--- config.mk ---
export PLATFORM = sky130hd
export DESIGN_NAME = ring_entropy_sampler
export DESIGN_NICKNAME = d
export VERILOG_FILES = /design/src/rtl/ring_pkg.sv /design/src/rtl/rnd_fifo.sv /design/src/rtl/ring_entropy_sampler.sv
export SDC_FILE = /design/constraint.sdc
export NUM_CORES = 1
export LEC_CHECK = 0
export ABC_AREA = 1
export CAP_MARGIN = 25
export CORE_MARGIN = 1
export CORE_UTILIZATION = 50
export CTS_CLUSTER_SIZE = 8
export DETAILED_ROUTE_END_ITERATION = 10
export GPL_TIMING_DRIVEN = 0
export PLACE_DENSITY = 0.76
export SYNTH_ARGS = -nofsm -noshare
export SYNTH_HDL_FRONTEND = slang
export SYNTH_SLANG_ARGS = --single-unit
export TNS_END_PERCENT = 30
--- constraint.sdc ---
create_clock -name wb_clk_i -period 5.25 [get_ports wb_clk_i]
set_input_delay 1.05 -clock wb_clk_i [delete_from_list [all_inputs] [get_ports wb_clk_i]]
set_output_delay 1.05 -clock wb_clk_i [all_outputs]
set_load 0.03 [all_outputs]
--- src/rtl/ring_pkg.sv ---
// Shared types and constants for the ring-oscillator entropy sampler.
// Holds the FSM state encoding, default warm-up length and word width.
package ring_pkg;

    typedef enum logic [1:0] {
        ST_IDLE,
        ST_WARMUP,
        ST_RUN
    } state_t;

    localparam int WARMUP_DEFAULT = 16;
    localparam int WORD_W = 32;

endpackage

--- src/rtl/rnd_fifo.sv ---
// Synchronous word FIFO with level count and sticky drop flag.
// A push while full is only taken when a pop frees a slot that cycle.
module rnd_fifo
    import ring_pkg::*;
#(
    parameter int DEPTH = 4
) (
    input  logic                     clk,
    input  logic                     rstn,
    input  logic                     push,
    input  logic [WORD_W-1:0]        push_data,
    input  logic                     pop,
    input  logic                     clr_ovf,
    output logic [WORD_W-1:0]        head,
    output logic                     valid,
    output logic [$clog2(DEPTH):0]   level,
    output logic                     ovf
);

    localparam int AW = $clog2(DEPTH);
    localparam int LW = AW + 1;

    logic [WORD_W-1:0] mem [DEPTH];
    logic [AW-1:0]     wr_ptr;
    logic [AW-1:0]     rd_ptr;
    logic              full;
    logic              empty;
    logic              do_push;
    logic              do_pop;

    assign full    = (level == LW'(DEPTH));
    assign empty   = (level == '0);
    assign do_pop  = pop && !empty;
    assign do_push = push && (!full || do_pop);
    assign head    = mem[rd_ptr];
    assign valid   = !empty;

    always_ff @(posedge clk) begin
        if (!rstn) begin
            for (int i = 0; i < DEPTH; i++) begin
                mem[i] <= '0;
            end
            wr_ptr <= '0;
            rd_ptr <= '0;
            level  <= '0;
            ovf    <= 1'b0;
        end else begin
            if (do_push) begin
                mem[wr_ptr] <= push_data;
                wr_ptr      <= wr_ptr + AW'(1);
            end
            if (do_pop) begin
                rd_ptr <= rd_ptr + AW'(1);
            end
            level <= level + LW'(do_push) - LW'(do_pop);
            // a dropped word beats a same-cycle clear
            if (push && !do_push) begin
                ovf <= 1'b1;
            end else if (clr_ovf) begin
                ovf <= 1'b0;
            end
        end
    end

endmodule

--- src/rtl/ring_entropy_sampler.sv ---
// Ring-oscillator entropy sampler: warm-up FSM, synchronizer, divider,
// optional von Neumann debiaser and 32-bit word packer feeding a FIFO.
module ring_entropy_sampler
    import ring_pkg::*;
#(
    parameter int SYNC_STAGES   = 2,
    parameter int FIFO_DEPTH    = 4,
    parameter int WARMUP_CYCLES = WARMUP_DEFAULT
) (
    input  logic                        wb_clk_i,
    input  logic                        wb_rstn_i,
    input  logic                        enable_i,
    input  logic                        ring_clk_i,
    output logic                        ring_start_o,
    input  logic [7:0]                  sample_div_i,
    input  logic                        debias_en_i,
    output logic [WORD_W-1:0]           rnd_data_o,
    output logic                        rnd_valid_o,
    input  logic                        rnd_ready_i,
    output logic [$clog2(FIFO_DEPTH):0] fifo_level_o,
    output logic                        overflow_o,
    input  logic                        clr_ovf_i
);

    localparam int WW = $clog2(WARMUP_CYCLES + 1);

    state_t              state;
    logic [SYNC_STAGES-1:0] sync;
    logic [WW-1:0]       warm_cnt;
    logic [7:0]          div_cnt;
    logic [4:0]          bit_cnt;
    logic [WORD_W-1:0]   word;
    logic                pair_vld;
    logic                pair_bit;
    logic                run;
    logic                tick;
    logic                smp;
    logic                accept;
    logic                acc_bit;
    logic                push;
    logic [WORD_W-1:0]   push_word;

    assign smp  = sync[SYNC_STAGES-1];
    assign run  = (state == ST_RUN) && enable_i;
    // >= keeps a shrinking divisor from waiting a full 8-bit wrap
    assign tick = run && (div_cnt >= sample_div_i);

    always_comb begin
        accept  = 1'b0;
        acc_bit = smp;
        if (tick) begin
            if (!debias_en_i) begin
                accept = 1'b1;
            end else if (pair_vld && (pair_bit != smp)) begin
                accept  = 1'b1;
                acc_bit = pair_bit;
            end
        end
    end

    assign push = accept && (bit_cnt == 5'd31);

    always_comb begin
        push_word             = word;
        push_word[WORD_W-1]   = acc_bit;
    end

    always_ff @(posedge wb_clk_i) begin
        if (!wb_rstn_i) begin
            state        <= ST_IDLE;
            ring_start_o <= 1'b0;
            warm_cnt     <= '0;
            sync         <= '0;
        end else begin
            sync <= (sync << 1) | SYNC_STAGES'(ring_clk_i);
            if (!enable_i) begin
                state        <= ST_IDLE;
                ring_start_o <= 1'b0;
                warm_cnt     <= '0;
            end else begin
                unique case (state)
                    ST_IDLE: begin
                        state        <= ST_WARMUP;
                        ring_start_o <= 1'b1;
                        warm_cnt     <= '0;
                    end
                    ST_WARMUP: begin
                        if (warm_cnt == WW'(WARMUP_CYCLES - 1)) begin
                            state <= ST_RUN;
                        end else begin
                            warm_cnt <= warm_cnt + WW'(1);
                        end
                    end
                    ST_RUN: begin
                        ring_start_o <= 1'b1;
                    end
                    default: begin
                        state        <= ST_IDLE;
                        ring_start_o <= 1'b0;
                    end
                endcase
            end
        end
    end

    // partial word, pair and divider only live while sampling
    always_ff @(posedge wb_clk_i) begin
        if (!wb_rstn_i || !run) begin
            div_cnt  <= '0;
            bit_cnt  <= '0;
            word     <= '0;
            pair_vld <= 1'b0;
            pair_bit <= 1'b0;
        end else begin
            div_cnt <= tick ? 8'd0 : div_cnt + 8'd1;
            if (tick && debias_en_i) begin
                pair_vld <= !pair_vld;
                pair_bit <= smp;
            end
            if (accept) begin
                word[bit_cnt] <= acc_bit;
                bit_cnt       <= bit_cnt + 5'd1;
            end
        end
    end

    rnd_fifo #(
        .DEPTH(FIFO_DEPTH)
    ) u_fifo (
        .clk      (wb_clk_i),
        .rstn     (wb_rstn_i),
        .push     (push),
        .push_data(push_word),
        .pop      (rnd_ready_i),
        .clr_ovf  (clr_ovf_i),
        .head     (rnd_data_o),
        .valid    (rnd_valid_o),
        .level    (fifo_level_o),
        .ovf      (overflow_o)
    );

endmodule

== Yosys cells after proc, flatten, opt, wreduce, memory -nomap -nowiden ==
Memory sizes are Yosys's and may differ from the RTL's. A register that Yosys moved wholly into a read port is not among the register bits.
Index checks and enable logic that the tools add are counted.

* Add/sub/neg operators: 7
* $mul: 0
* Divide/modulo/power cells: 0
* $lt $le $gt $ge: 3
* Equality and inequality tests: 8
* Shifts and indexed selects: 0
* Mux-type cells: 25
* Bitwise gates (word level): 2
* Reductions and logical operators: 27

{| class="wikitable"
|+ Operator list
! cell !! count
|-
| 32-bit bitwise mux || 1
|-
| 32-bit two-way mux || 1
|-
| 32-bit OR reduction || 1
|-
| 1-bit two-way mux || 14
|-
| 5-bit by 1-bit adder with 5-bit output, second input constant || 2
|-
| 5-bit one-hot mux with 2 select lines || 1
|-
| 1-bit logical AND || 9
|-
| 8-bit by 1-bit adder with 8-bit output, second input constant || 1
|-
| 8-bit greater-or-equal comparator || 1
|-
| 2-bit two-way mux || 4
|-
| 1-bit logical NOT || 6
|-
| 5-bit by 6-bit less-than comparator with 1-bit output, second input constant || 1
|-
| 2-bit one-hot mux with 3 select lines || 1
|-
| 2-bit AND reduction || 3
|-
| 1-bit demux with 5-bit select || 1
|-
| 5-bit by 4-bit == test with 1-bit output, second input constant || 1
|-
| 5-bit == test, second input constant || 1
|-
| 5-bit by 1-bit greater-or-equal comparator with 1-bit output, second input constant || 1
|-
| 5-bit two-way mux || 1
|-
| 2-bit by 1-bit adder with 2-bit output, second input constant || 2
|-
| 2-bit inequality test, second input constant || 2
|-
| 2-bit nonzero test || 2
|-
| 2-bit OR reduction || 2
|-
| 3-bit by 1-bit adder with 3-bit output || 1
|-
| 11 further kinds || 12
|}

* Register bits: 65
* Bits in latches: 0
* Bits in writable memories: 128
* ROM bits: 0
* Input port bits: 15
* Output and inout port bits: 38
* Word-level logic and storage cells: 86
* Memories: 1

{| class="wikitable"
|+ Memories
! name !! words !! bits a word !! rd ports !! clocked after Yosys merged registers in !! wr ports !! RTL line !! RTL
|-
| u_fifo.mem || 4 || 32 || 1 || 1 || 4 || rnd_fifo.sv:23 || <nowiki>logic [WORD_W-1:0] mem [DEPTH];</nowiki>
|}

== Longest topological paths before layout ==
* Depth after elaboration: 12
* Mapped depth: 17
* Depth with buffers taken out: 17

== Hierarchy ==
Synthesis repeated with hierarchy kept, for this count alone.

* Cell total of the unflattened synthesis: 1046
* Area, all modules: 9387.8 sq um

{| class="wikitable"
|+ By module, submodules not included
! module !! times used !! cells an instance !! area an instance (sq um) !! seq. area each (sq um)
|-
| rnd_fifo || 1 || 580 || 6291.0 || 4043.9
|-
| ring_entropy_sampler || 1 || 466 || 3096.7 || 1121.1
|}

== Worst setup path before layout ==
No wires, ideal clock.

* Kind: input -> register
* Start point: input port sample_div_i[3]
* End point: memory u_fifo.mem[1][0] (enable)
* Setup time: 432 ps
* Arrival time: 3666 ps
* Required time: 4818 ps
* Slack: 1152 ps
* Cell stages on the path: 12
* Buffers on the path: 0
* Cells stage by stage: inv_1 ha_1 nand2_1 nor2_1 nor2_1 nand2_1 nand2_1 nand2_1 nand4_2 nor2_4 nor2_1 a21oi_1

{| class="wikitable"
|+ RTL lines
! what !! RTL line !! RTL
|-
| from (decl) || ring_entropy_sampler.sv:15 || <nowiki>input logic [7:0] sample_div_i,</nowiki>
|-
| to (decl) || rnd_fifo.sv:23 ||
|}

==> qor_table.md <==
| Quantity | Value | Unit |
|---|---|---|
| Terminating pin of the worst hold path | sync[1]$_SDFF_PN0_ | - |
| WP data required | 4.20 | ns |
| Status | finished, final reports clean | - |
| Mapped Cells | 948 | - |
| Initial core utilization | 51.5 | % |
| Number of design-rule violations left by the first detailed-router iteration | 630 | - |
| Number of diodes added for antenna fixing | 0 | - |
| Slowest Stage Delay on Critical Path | 0.74 | ns |
| Transition time at the pin with the least slew margin | 0.975 | ns |
| Core area | 16700 | µm² |
| Multi-input logic area | 2900 | µm² |
| Wire length of the first global-routing pass | 33.1 | mm |
| Worst-path fanout max | 10 | - |
| Critical path's slowest cell | sky130_fd_sc_hd__clkdlybuf4s50_1 | - |
| Number of fillers in the final layout | 1380 | - |
| Critical Path End Type | output pin | - |
| Final number of setup-violating endpoints | 0 | - |
| Count of cells along the worst register-to-register path | 13 | - |
| Placed instance area | 9480 | µm² |
| Wire length per cell after detailed routing | 16.4 | µm |
| Path type of the worst setup path | register to output pin | - |
| R2r startpoint | div_cnt[0]$_SDFF_PP0_ | - |
| Antenna violations before repair | 0 | - |
| Total wire length | 20.5 | mm |
| Number of optimization iterations in the first detailed-route pass | 6 | - |
| Number of instances on the worst hold path | 2 | - |
| Mux contribution to synthesized area | 0 | % |
| Overall track demand over capacity in global routing | 24.5 | % |
| Share of the synthesized area in compound gates (AO/OA/AOI/OAI) | 8.40 | % |
| Total area of sequential cells | 5160 | µm² |
| Total count of max-transition violations in the final report | 0 | - |
| Clock Latency Late Sink | 0.44 | ns |
| Die boundary width | 133 | µm |
| Clock transition at path regs | 0.06 | ns |
| Seq cells post-synth | 194 | - |
| Clock tree from TritonCTS | built | - |
| Final standard cell area without fillers | 10100 | µm² |
| Most common cell after layout, fill and taps aside | sky130_fd_sc_hd__nor2_1 | - |
| Via-per-instance ratio | 5.42 | - |
| Port Buffer Count | 52 | - |
| Layout area overhead | 17.6 | % |
| Die Y-Extent | 133 | µm |
| Ratio of cells with drive above 1 in the final layout | 6.29 | % |
| Category of the worst setup path launch point | register | - |
| Deepest level of the CTS H-tree | 4 | - |
| Post-synthesis simple-gate area fraction | 21.8 | % |
| Data arrival time of the critical path | 2.99 | ns |
| Share of the synthesized netlist area taken by xor and xnor gates | 0.407 | % |
| Maximum number of pins on one net before global-route repair | 33 | - |
| Period Utilization, post-route | 76.9 | % |
| Worst Clk Skew | 0.00870 | ns |
| IO Pins | 53 | - |
| Overflow left after global routing | 0 | - |
| Count of maximum capacitance violations | 0 | - |
| Endpoint of the worst-slack reg-to-reg timing path | u_fifo.mem[0][2]$_SDFFCE_PN0P_ | - |
| Netlist area before placement | 8600 | µm² |
| Inserted Clock Buffers | 17 | - |
| Via count of the first global-routing pass | 6591 | - |
| Final nets | 1055 | - |
| Number of rows created at floorplan | 47 | - |
| Placed wire-length estimate | 13.3 | mm |
| TNS Setup | 0 | ns |
| Ordered cell list for the critical path | clkbuf_1 > clkbuf_1 > o21ai_0 > o22ai_1 > clkdlybuf4s50_1 | - |
| Worst min-delay path category | register to register | - |
| Mean instance size in the synthesized netlist | 9.07 | µm² |
| Pwr dens | 402 | nW/µm² |
| Count of synthesis-stage warnings from yosys | 0 | - |
| Number of DRC violations after detailed routing | 0 | - |
| Total via count in the routed design | 6797 | - |
| Sinks on the clock net | 194 | - |
| Number of nets with antenna violations after detailed routing | 0 | - |
| Top cell by count, worst path | sky130_fd_sc_hd__clkbuf_1 | - |
| Clock root buffer | sky130_fd_sc_hd__clkbuf_16 | - |
| Hold Worst Slack | 0.430 | ns |
| Final hold viol count | 0 | - |
| Clk buf depth | 2 | - |
| Setup repair after global routing missed its margin | false | - |
| Combinational family with the most area after synthesis | simple AND/OR/NAND/NOR gates | - |
| Post CTS Setup Buffer Count | 0 | - |
| CTS Hold Bufs | 0 | - |
| Setup slack on the worst flop-to-flop path | 2.20 | ns |
| Count of distinct cell types in the synthesized netlist | 28 | - |
| Post-Syn Nets | 982 | - |
| Post-cts resize count | 0 | - |
| Min Tclk post-route | 4.04 | ns |
| Sequential share of the synthesized area | 60.1 | % |
| Launch point of the worst hold path | sync[0]$_SDFF_PN0_ | - |
| Full die area | 17700 | µm² |
| Normalized max-slew margin | 34.8 | % |
| Worst vdd rail ir drop | 0.248 | mV |
| Final weighted congestion of routability-driven global placement | 0.845 | - |
| Fmax achieved | 0.248 | GHz |
| Commonest non-fill, non-tap cells in the layout | sky130_fd_sc_hd__nor2_1, sky130_fd_sc_hd__nand2_1, sky130_fd_sc_hd__edfxtp_1 | - |
| Post-Synth Adder-Cell Area | 2.85 | % |
| Leakage power figure | 3.82 | nW |
-- synth_stat cells --
library cell | number | area [µm²]
sky130_fd_sc_hd__clkinv_1 | 1 | 3.75
sky130_fd_sc_hd__nand2_2 | 1 | 6.26
sky130_fd_sc_hd__o21a_1 | 1 | 7.51
sky130_fd_sc_hd__o21ai_0 | 79 | 395
sky130_fd_sc_hd__nor3b_1 | 3 | 22.5
sky130_fd_sc_hd__xor2_1 | 4 | 35.0
sky130_fd_sc_hd__clkbuf_1 | 27 | 101
sky130_fd_sc_hd__buf_6 | 4 | 45.0
sky130_fd_sc_hd__or2_2 | 1 | 6.26
sky130_fd_sc_hd__nor2_4 | 2 | 22.5
sky130_fd_sc_hd__nand4_1 | 1 | 6.26
sky130_fd_sc_hd__dfxtp_1 | 66 | 1320
sky130_fd_sc_hd__o21ai_1 | 1 | 5.00
sky130_fd_sc_hd__nand3_1 | 6 | 30.0
sky130_fd_sc_hd__nor3_1 | 70 | 350
sky130_fd_sc_hd__nand2_1 | 150 | 563
sky130_fd_sc_hd__fa_1 | 1 | 20.0
sky130_fd_sc_hd__buf_2 | 15 | 75.1
sky130_fd_sc_hd__a21oi_1 | 21 | 105
sky130_fd_sc_hd__buf_1 | 2 | 7.51
sky130_fd_sc_hd__edfxtp_1 | 128 | 3840
sky130_fd_sc_hd__a221oi_1 | 1 | 8.76
sky130_fd_sc_hd__ha_1 | 18 | 225
sky130_fd_sc_hd__inv_2 | 4 | 15.0
sky130_fd_sc_hd__inv_1 | 83 | 312
sky130_fd_sc_hd__o22ai_1 | 32 | 200
sky130_fd_sc_hd__nor2_1 | 224 | 841
sky130_fd_sc_hd__nand4_2 | 2 | 25.0
-- through the flow --
| step | setup slack (ns) | util, % | power (mW) | cells |
|---|---|---|---|---|
| 2_1_floorplan | 1.15 | - | 2.33 | 948 |
| 3_3_place_gp | -0.501 | 56.3 | 2.73 | 1220 |
| 3_5_place_dp | 1.03 | 56.8 | 2.75 | 1222 |
| 4_1_cts | 1.22 | 60.5 | 4.07 | 1254 |
| 5_1_grt | 1.00 | 60.5 | 4.19 | 1254 |
| 6_report | 1.21 | 60.5 | 4.07 | 1254 |
-- state kept, by name, indices dropped and copies added, names as in the netlist, named ones only --
signal         flops
div_cnt            8
sync               2
bit_cnt            5
word              31
warm_cnt           5
u_fifo.level       3
pair_vld           1
state              2
u_fifo.ovf         1
u_fifo.mem       128
u_fifo.rd_ptr      2
u_fifo.wr_ptr      2
ring_start_o       1
pair_bit           1
-- final cells by class --
cell class / instances / area share (%)
buffer: 48 / 2.26
clock buffer: 26 / 5.68
clock inverter: 6 / 0.582
inverter: 88 / 3.27
multi-input combinational: 618 / 28.7
sequential: 194 / 51.1
tap: 220 / 2.72
timing repair buffer: 54 / 5.69
-- power by group --
group	switching (mW)	internal (mW)	total [mW]	leakage (nW)
Sequential	0.0310	1.68	1.71	1.78
Combinational	0.651	0.349	1.00	1.73
Clock	0.553	0.805	1.36	0.313
-- layer usage --
metal / vias up / global-route usage [%] / part of all wire [%] / wire (µm)
met5: - / 0 / 0 / 0
met4: 0 / 13.6 / 3.3 / 684
met3: 58 / 4.72 / 7.4 / 1530
met2: 295 / 41.6 / 49 / 10100
met1: 3152 / 29.2 / 40 / 8190
li1: 3292 / - / - / -
-- kinds of logic (layout without fill, tap and decap cells) --
family / after synthesis / count (layout)
xor+xnor: 4 / 4
flops: 194 / 194
fa+ha+maj: 19 / 19
buf+inv: 136 / 222
compound gates: 135 / 135
simple gates: 460 / 460
-- critical path, delay by kind of cell, from the launching register on --
family	cells	cell delay, ns
buffers and inverters	3	1.60
AOI/OAI and AO/OA	2	0.56
DFF	1	0.40
-- worst max-delay path by stage --
| stage | from | end | depth (start not counted) |
|---|---|---|---|
| 5_1_grt | register | rnd_data_o[6] | 6 |
| 4_1_cts | register | rnd_data_o[18] | 6 |
| 3_5_place_dp | sample_div_i[3] | u_fifo.mem[0][9]$_SDFFCE_PN0P_ | 14 |
| 3_3_place_gp | sample_div_i[3] | u_fifo.mem[2][5]$_SDFFCE_PN0P_ | 13 |
| 6_report | register | rnd_data_o[15] | 5 |
| 2_1_floorplan | sample_div_i[3] | u_fifo.mem[1][0]$_SDFFCE_PN0P_ | 12 |
(Power assumes the default switching activity.)
